## src/rtl/de2_pio_pkg.sv

```systemverilog
// Shared constants for the DE2 input PIO: register addresses and edge-mode encodings.
package de2_pio_pkg;

    // Word addresses on the Avalon-MM slave
    localparam logic [1:0] ADDR_DATA = 2'd0;
    localparam logic [1:0] ADDR_RSVD = 2'd1;
    localparam logic [1:0] ADDR_MASK = 2'd2;
    localparam logic [1:0] ADDR_EDGE = 2'd3;

    // EDGE_MODE encodings
    localparam int EDGE_LEVEL = 0;
    localparam int EDGE_RISE  = 1;
    localparam int EDGE_FALL  = 2;
    localparam int EDGE_ANY   = 3;

endpackage

```

## src/rtl/pio_sync_edge.sv

```systemverilog
// Input synchroniser, previous-value register, priming logic and edge event generation.
module pio_sync_edge
    import de2_pio_pkg::*;
#(
    parameter int WIDTH       = 18,
    parameter int SYNC_STAGES = 2,
    parameter int EDGE_MODE   = 1
) (
    input  logic             clk,
    input  logic             reset_n,
    input  logic [WIDTH-1:0] in_port,
    output logic [WIDTH-1:0] sync,
    output logic [WIDTH-1:0] edge_evt
);

    // The chain resets to zero, so an input held high through reset would look like a
    // rising edge once it has propagated. Events stay suppressed until the chain and the
    // prev register both hold genuinely sampled data: SYNC_STAGES+1 clocks after release.
    localparam int PRIME_CYCLES = SYNC_STAGES + 1;
    localparam int PW           = $clog2(PRIME_CYCLES + 1);

    logic [SYNC_STAGES-1:0][WIDTH-1:0] chain;
    logic [WIDTH-1:0]                  prev;
    logic [PW-1:0]                     prime_cnt;
    logic                              primed;
    logic [WIDTH-1:0]                  rise;
    logic [WIDTH-1:0]                  fall;
    logic [WIDTH-1:0]                  edge_sel;

    assign sync   = chain[SYNC_STAGES-1];
    assign primed = (prime_cnt == PW'(PRIME_CYCLES));
    assign rise   = sync & ~prev;
    assign fall   = ~sync & prev;

    // Shift raw inputs through the synchroniser flops
    always_ff @(posedge clk or negedge reset_n) begin
        if (!reset_n) begin
            chain <= '0;
        end else begin
            chain <= {chain[SYNC_STAGES-2:0], in_port};
        end
    end

    // Remember last cycle's synchronised value for edge detection
    always_ff @(posedge clk or negedge reset_n) begin
        if (!reset_n) begin
            prev <= '0;
        end else begin
            prev <= sync;
        end
    end

    // Count clocks since reset release until the pipeline holds real samples
    always_ff @(posedge clk or negedge reset_n) begin
        if (!reset_n) begin
            prime_cnt <= '0;
        end else if (!primed) begin
            prime_cnt <= prime_cnt + PW'(1);
        end
    end

    // Pick the event type for this build; level mode still records rising edges
    always_comb begin
        edge_sel = rise;
        case (EDGE_MODE)
            EDGE_FALL: edge_sel = fall;
            EDGE_ANY:  edge_sel = rise | fall;
            default:   edge_sel = rise;
        endcase
        edge_evt = primed ? edge_sel : '0;
    end

endmodule

```

## src/rtl/de2_pio_edgecap_in.sv

```systemverilog
// Avalon-MM input PIO with synchronised inputs, sticky edge capture (write-1-to-clear),
// interrupt mask and registered interrupt request.
module de2_pio_edgecap_in
    import de2_pio_pkg::*;
#(
    parameter int WIDTH       = 18,
    parameter int SYNC_STAGES = 2,
    parameter int EDGE_MODE   = 1
) (
    input  logic             clk,
    input  logic             reset_n,
    input  logic [1:0]       address,
    input  logic             chipselect,
    input  logic             write_n,
    input  logic [31:0]      writedata,
    input  logic [WIDTH-1:0] in_port,
    output logic             irq,
    output logic [31:0]      readdata
);

    // Bus handshake: a write is accepted on any clock where chipselect=1 and write_n=0;
    // there are no wait states. readdata is registered from address every clock with no
    // chipselect qualification, so read data appears one clock after the address.

    logic [WIDTH-1:0] sync;
    logic [WIDTH-1:0] edge_evt;
    logic [WIDTH-1:0] irq_mask;
    logic [WIDTH-1:0] edge_cap;
    logic             wr_en;
    logic [WIDTH-1:0] clr;
    logic [WIDTH-1:0] mask_nxt;
    logic [WIDTH-1:0] edge_cap_nxt;
    logic             irq_nxt;
    logic [31:0]      rd_nxt;
    logic             unused_wdata;

    // Upper writedata bits are meaningful only for wide builds
    assign unused_wdata = ^writedata;

    pio_sync_edge #(
        .WIDTH       (WIDTH),
        .SYNC_STAGES (SYNC_STAGES),
        .EDGE_MODE   (EDGE_MODE)
    ) u_sync_edge (
        .clk      (clk),
        .reset_n  (reset_n),
        .in_port  (in_port),
        .sync     (sync),
        .edge_evt (edge_evt)
    );

    // Next-state for mask, capture and irq; irq looks at next-state values so it moves
    // on the same edge as the capture, clear or mask write that causes it
    always_comb begin
        wr_en        = chipselect & ~write_n;
        clr          = (wr_en && address == ADDR_EDGE) ? writedata[WIDTH-1:0] : '0;
        mask_nxt     = (wr_en && address == ADDR_MASK) ? writedata[WIDTH-1:0] : irq_mask;
        edge_cap_nxt = edge_evt | (edge_cap & ~clr);
        if (EDGE_MODE == EDGE_LEVEL) begin
            irq_nxt = |(sync & mask_nxt);
        end else begin
            irq_nxt = |(edge_cap_nxt & mask_nxt);
        end
    end

    // Read mux; unused upper bits and the reserved word read as zero
    always_comb begin
        rd_nxt = '0;
        case (address)
            ADDR_DATA: rd_nxt = 32'(sync);
            ADDR_MASK: rd_nxt = 32'(irq_mask);
            ADDR_EDGE: rd_nxt = 32'(edge_cap);
            default:   rd_nxt = '0;
        endcase
    end

    // Register state: mask, sticky capture, irq and read data
    always_ff @(posedge clk or negedge reset_n) begin
        if (!reset_n) begin
            irq_mask <= '0;
            edge_cap <= '0;
            irq      <= 1'b0;
            readdata <= '0;
        end else begin
            irq_mask <= mask_nxt;
            edge_cap <= edge_cap_nxt;
            irq      <= irq_nxt;
            readdata <= rd_nxt;
        end
    end

endmodule

```

## config.mk

```make
export PLATFORM = sky130hd
export DESIGN_NAME = de2_pio_edgecap_in
export DESIGN_NICKNAME = d
export VERILOG_FILES = /design/src/rtl/de2_pio_pkg.sv /design/src/rtl/pio_sync_edge.sv /design/src/rtl/de2_pio_edgecap_in.sv
export SDC_FILE = /design/constraint.sdc
export NUM_CORES = 1
export LEC_CHECK = 0
export ABC_AREA = 1
export BUFFER_PORTS_ARGS = -buffer_cell sky130_fd_sc_hd__buf_4
export CORE_AREA = 2 2 134 84
export DETAILED_ROUTE_END_ITERATION = 8
export DIE_AREA = 0 0 136 86
export SLEW_MARGIN = 10
export SYNTH_ARGS = -nofsm -noshare
export SYNTH_HDL_FRONTEND = slang
export SYNTH_SLANG_ARGS = --single-unit
```

## constraint.sdc

```tcl
create_clock -name clk -period 1.73 [get_ports clk]
set_input_delay 0.346 -clock clk [delete_from_list [all_inputs] [get_ports clk]]
set_output_delay 0.346 -clock clk [all_outputs]
set_load 0.03 [all_outputs]
```

==> tab_implementation.tex <==
\begin{tabular}{lr}
\hline
Metric & Value \\
\hline
\multicolumn{2}{l}{\textbf{Status}} \\
\quad Outcome & completed \\
\multicolumn{2}{l}{\textbf{STA}} \\
\quad Final worst-path cycle share & 0.9042 \\
\quad Final setup violation count & 0 \\
\quad Final setup slack of the worst path & 0.1657 ns \\
\quad Number of hold violations in the final report & 0 \\
\quad Setup repair after global routing missed its margin & false \\
\quad Slew Limit Fails & 0 \\
\quad Setup Skew & 0.007816 ns \\
\quad Sum of negative setup slack & 0 ns \\
\quad Min Hold Slack & 0.1034 ns \\
\quad Final critical path time including I/O delays and setup & 1.564 ns \\
\quad Highest clock frequency the design can meet & 0.6393 GHz \\
\multicolumn{2}{l}{\textbf{Power and ir drop}} \\
\quad Static Leakage & 0.002509 uW \\
\quad Pwr dens & 1166 nW/um\^{}2 \\
\quad VDD IR max & 0.5386 mV \\
\quad Internal & 4507 uW \\
\quad Switching power as a share of total power & 0.2468 \\
\quad Combinational power share & 0.127 \\
\quad Part of the power in registers & 0.485 \\
\quad Clock network fraction of design power & 0.389 \\
\quad Switching power & 1477 uW \\
\multicolumn{2}{l}{\textbf{Yosys}} \\
\quad Leading cell type by number of instances after synthesis & nand2\_1 \\
\quad Largest family of logic cells by synthesized area & simple AND/OR/NAND/NOR gates \\
\quad Synthesized area per cell & 10.39 um\^{}2 \\
\quad Top flip-flop cell by instance count after synthesis & dfrtp\_1 \\
\quad Portion of synthesized cell area occupied by the leading cell type & 0.6818 \\
\quad Flops \& latches, synth & 111 \\
\quad Number of synthesis warnings & 0 \\
\quad Adder-cell area share of the yosys netlist & 0.003071 \\
\quad Proportion of synthesized chip area in sequential cells & 0.6818 \\
\quad Area leader, netlist & dfrtp\_1 \\
\quad Count of distinct cell types in the synthesized netlist & 23 \\
\quad Synth Area in XOR/XNOR & 0.002150 \\
\quad Netlist area before placement & 4074 um\^{}2 \\
\quad Gate count after technology mapping & 392 \\
\quad Post-synthesis async set-or-reset flop share & 1.000 \\
\quad Mux contribution to synthesized area & 0 \\
\quad Top cell types by occurrence after synthesis & 149 x nand2\_1, 111 x dfrtp\_1, 38 x nand3\_1 \\
\quad Post-Synth Simple-Gate Area & 0.2273 \\
\quad Compound-cell area share of the yosys netlist & 0.02580 \\
\quad Cell types with the largest area share after synthesis & dfrtp\_1 68\%, nand2\_1 14\%, nand3\_1 4.7\% \\
\quad Number of enable flip-flop cells after synthesis & 0 \\
\multicolumn{2}{l}{\textbf{Route}} \\
\quad Drt first pass iters & 4 \\
\quad First DRT Iteration DRCs & 185 \\
\quad Drc violations & 0 \\
\quad DRT Wirelength & 8.418 mm \\
\quad Number of vias in the routed layout & 2,786 \\
\quad Post-route ant nets & 0 \\
\quad WL per Instance & 13.75 um \\
\quad Number of vias per cell after detailed routing & 4.552 \\
\multicolumn{2}{l}{\textbf{Floorplan}} \\
\quad Initial core utilization & 0.3926 \\
\quad Cell Rows & 29 \\
\quad Die Ht & 86 um \\
\quad Die area & 11,700 um\^{}2 \\
\quad Placeable Area & 10,380 um\^{}2 \\
\quad Overall die width & 136 um \\
\quad Number of ports placed on the die boundary & 89 \\
\multicolumn{2}{l}{\textbf{Setup path}} \\
\quad Timing startpoint of the critical path & u\_sync\_edge.prime\_cnt[0] \\
\quad Required arrival time at the worst endpoint & 1.96 ns \\
\quad Setup crit end & irq \\
\quad CP startpoint kind & flip-flop \\
\quad Highest fanout seen on the critical path & 11 \\
\quad Reg2reg start & u\_sync\_edge.prime\_cnt[0] \\
\quad Critical path capture point type & flip-flop \\
\quad Worst setup slack for register-to-register paths & 0.17 ns \\
\quad Number of cells on the worst reg-to-reg path & 10 \\
\quad Critical path start-end classification & flip-flop to flip-flop \\
\quad Worst reg2reg path endpoint & irq \\
\quad Worst endpoint data arrival time & 1.79 ns \\
\multicolumn{2}{l}{\textbf{Layout}} \\
\quad Proportion of layout cells with a drive suffix above 1 & 0.2156 \\
\quad Number of non-filler instances in the completed layout & 612 \\
\quad Area grow syn2layout & 26.01\% \\
\quad Number of antenna repair diodes & 0 \\
\quad Final net count & 525 \\
\quad Fill cells & 985 \\
\quad Total non-filler cell area in the finished layout & 5134 um\^{}2 \\
\multicolumn{2}{l}{\textbf{Placed design}} \\
\quad Pre-CTS setup slack & -0.03094 ns \\
\quad Gpl congestion & 0.7865 \\
\quad Detailed Place HPWL & 5.653 mm \\
\quad Post-placement cell count & 592 \\
\quad Cell area after placement & 4731 um\^{}2 \\
\quad Count of buffers inserted at the top-level ports & 60 \\
\multicolumn{2}{l}{\textbf{Worst hold path}} \\
\quad Hold Crit Depth & 1 \\
\quad Worst min-delay path startpoint & in\_port[12] \\
\quad Class of the tightest hold or removal check & primary input to flip-flop \\
\multicolumn{2}{l}{\textbf{Global route}} \\
\quad Wire length of the first global-routing pass & 13.90 mm \\
\quad Largest net degree at the start of global routing & 73 \\
\quad Initial antenna violation count & 0 \\
\quad Global routing usage summed across all routing layers & 0.1577 \\
\quad Total global routing overflow & 0 \\
\quad Number of global-route vias before repair & 2,831 \\
\multicolumn{2}{l}{\textbf{Clocking}} \\
\quad Clk Tree Root Cell & clkbuf\_16 \\
\quad TritonCTS clock tree & built \\
\quad Number of buffers created by CTS & 9 \\
\quad Clock-pin slew on the worst setup and hold paths & 0.07 ns \\
\quad Bufs on Longest Clock Path & 2 \\
\quad Deepest level of the CTS H-tree & 3 \\
\quad Worst skew pair latency & 0.34 ns \\
\quad Clock sink total & 111 \\
\multicolumn{2}{l}{\textbf{Job}} \\
\quad Number of max-cap violations & 0 \\
\hline
\end{tabular}
[what timing repair did]
item | 4_1_cts | 5_1_grt
setup buffers | 0 | 2
endpoints found under the hold margin | 5 | 0
resized for setup | 0 | 7
hold buffers | 1 | 0
endpoints found under the setup margin | 0 | 1
[metal layers]
metal / wire length [um] / share of wire / vias to the layer above / global-route usage
met5: 0 / 0 / - / 0
met2: 3790 / 0.45 / 91 / 0.2302
met4: 28 / 0.0033 / 0 / 0.05019
met3: 645 / 0.077 / 4 / 0.04728
li1: - / - / 1361 / -
met1: 3954 / 0.47 / 1330 / 0.2262
[worst min-delay path by stage]
stage                                  to  slack, ns
finish              u_sync_edge.chain[12]       0.10
global route        u_sync_edge.chain[14]       0.08
CTS                 u_sync_edge.chain[13]       0.09
detailed placement           readdata[13]       0.18
global placement             readdata[13]       0.18
floorplan                     edge_cap[0]       0.05
[cells in the final DEF, fill, tap and decap left out, types with 5 or more instances in the layout]
cell,count
buf_4,69
nand2_1,149
nand3_1,38
buf_12,5
nor2_1,13
clkbuf_16,9
nand3b_1,10
dfrtp_1,111
conb_1,14
o21ai_1,11
inv_1,14
[metrics by stage]
stage               total power (uW)    util
floorplan                       3385       -
global placement                3681  0.4559
detailed placement              3705  0.4559
CTS                             6059  0.4901
global route                    6304  0.4947
finish                          5984  0.4947
[layout make-up]
class / count / area, um^2 / share of cell area
Tap cell: 139 / 173.9 / 0.03388
Timing Repair inverter: 1 / 7.507 / 0.001462
Timing Repair Buffer: 76 / 639.4 / 0.1245
Clock inverter: 7 / 120.1 / 0.02340
Inverter: 17 / 67.56 / 0.01316
Multi-Input combinational cell: 252 / 1122 / 0.2186
Sequential cell: 111 / 2778 / 0.5411
Clock buffer: 9 / 225.2 / 0.04387
[cell families after synthesis]
logic type / after synthesis
compound gates: 19
other cells: 1
fa+ha+maj: 1
buf+inv: 42
xor+xnor: 1
simple gates: 217
flops: 111
[registers in the layout, indices dropped and copies added, names as in the netlist]
| signal | flops |
|---|---|
| edge_cap | 18 |
| irq_mask | 18 |
| readdata | 18 |
| u_sync_edge.chain | 18 |
| u_sync_edge.prev | 18 |
| u_sync_edge.sync | 18 |
| u_sync_edge.prime_cnt | 2 |
| irq | 1 |
[power by group through the flow]
stage	sequential, uW	combinational, uW	clock [uW]
floorplan	3020	364	0
global placement	2940	742	0
detailed placement	2950	757	0
CTS	2900	762	2400
global route	2930	851	2530
finish	2900	758	2330
[critical path, stage by stage, from the launching register on]
cell and delay [ns]:
dfrtp_1 0.42, ha_4 0.20, buf_6 0.15, nand3b_1 0.09, nand2_1 0.07, nand2_1 0.07, nand2_1 0.08, nor2_2 0.12
nand2_1 0.07, nor2_2 0.12, nand2_1 0.06
Power figures use the tool's default switching activity.
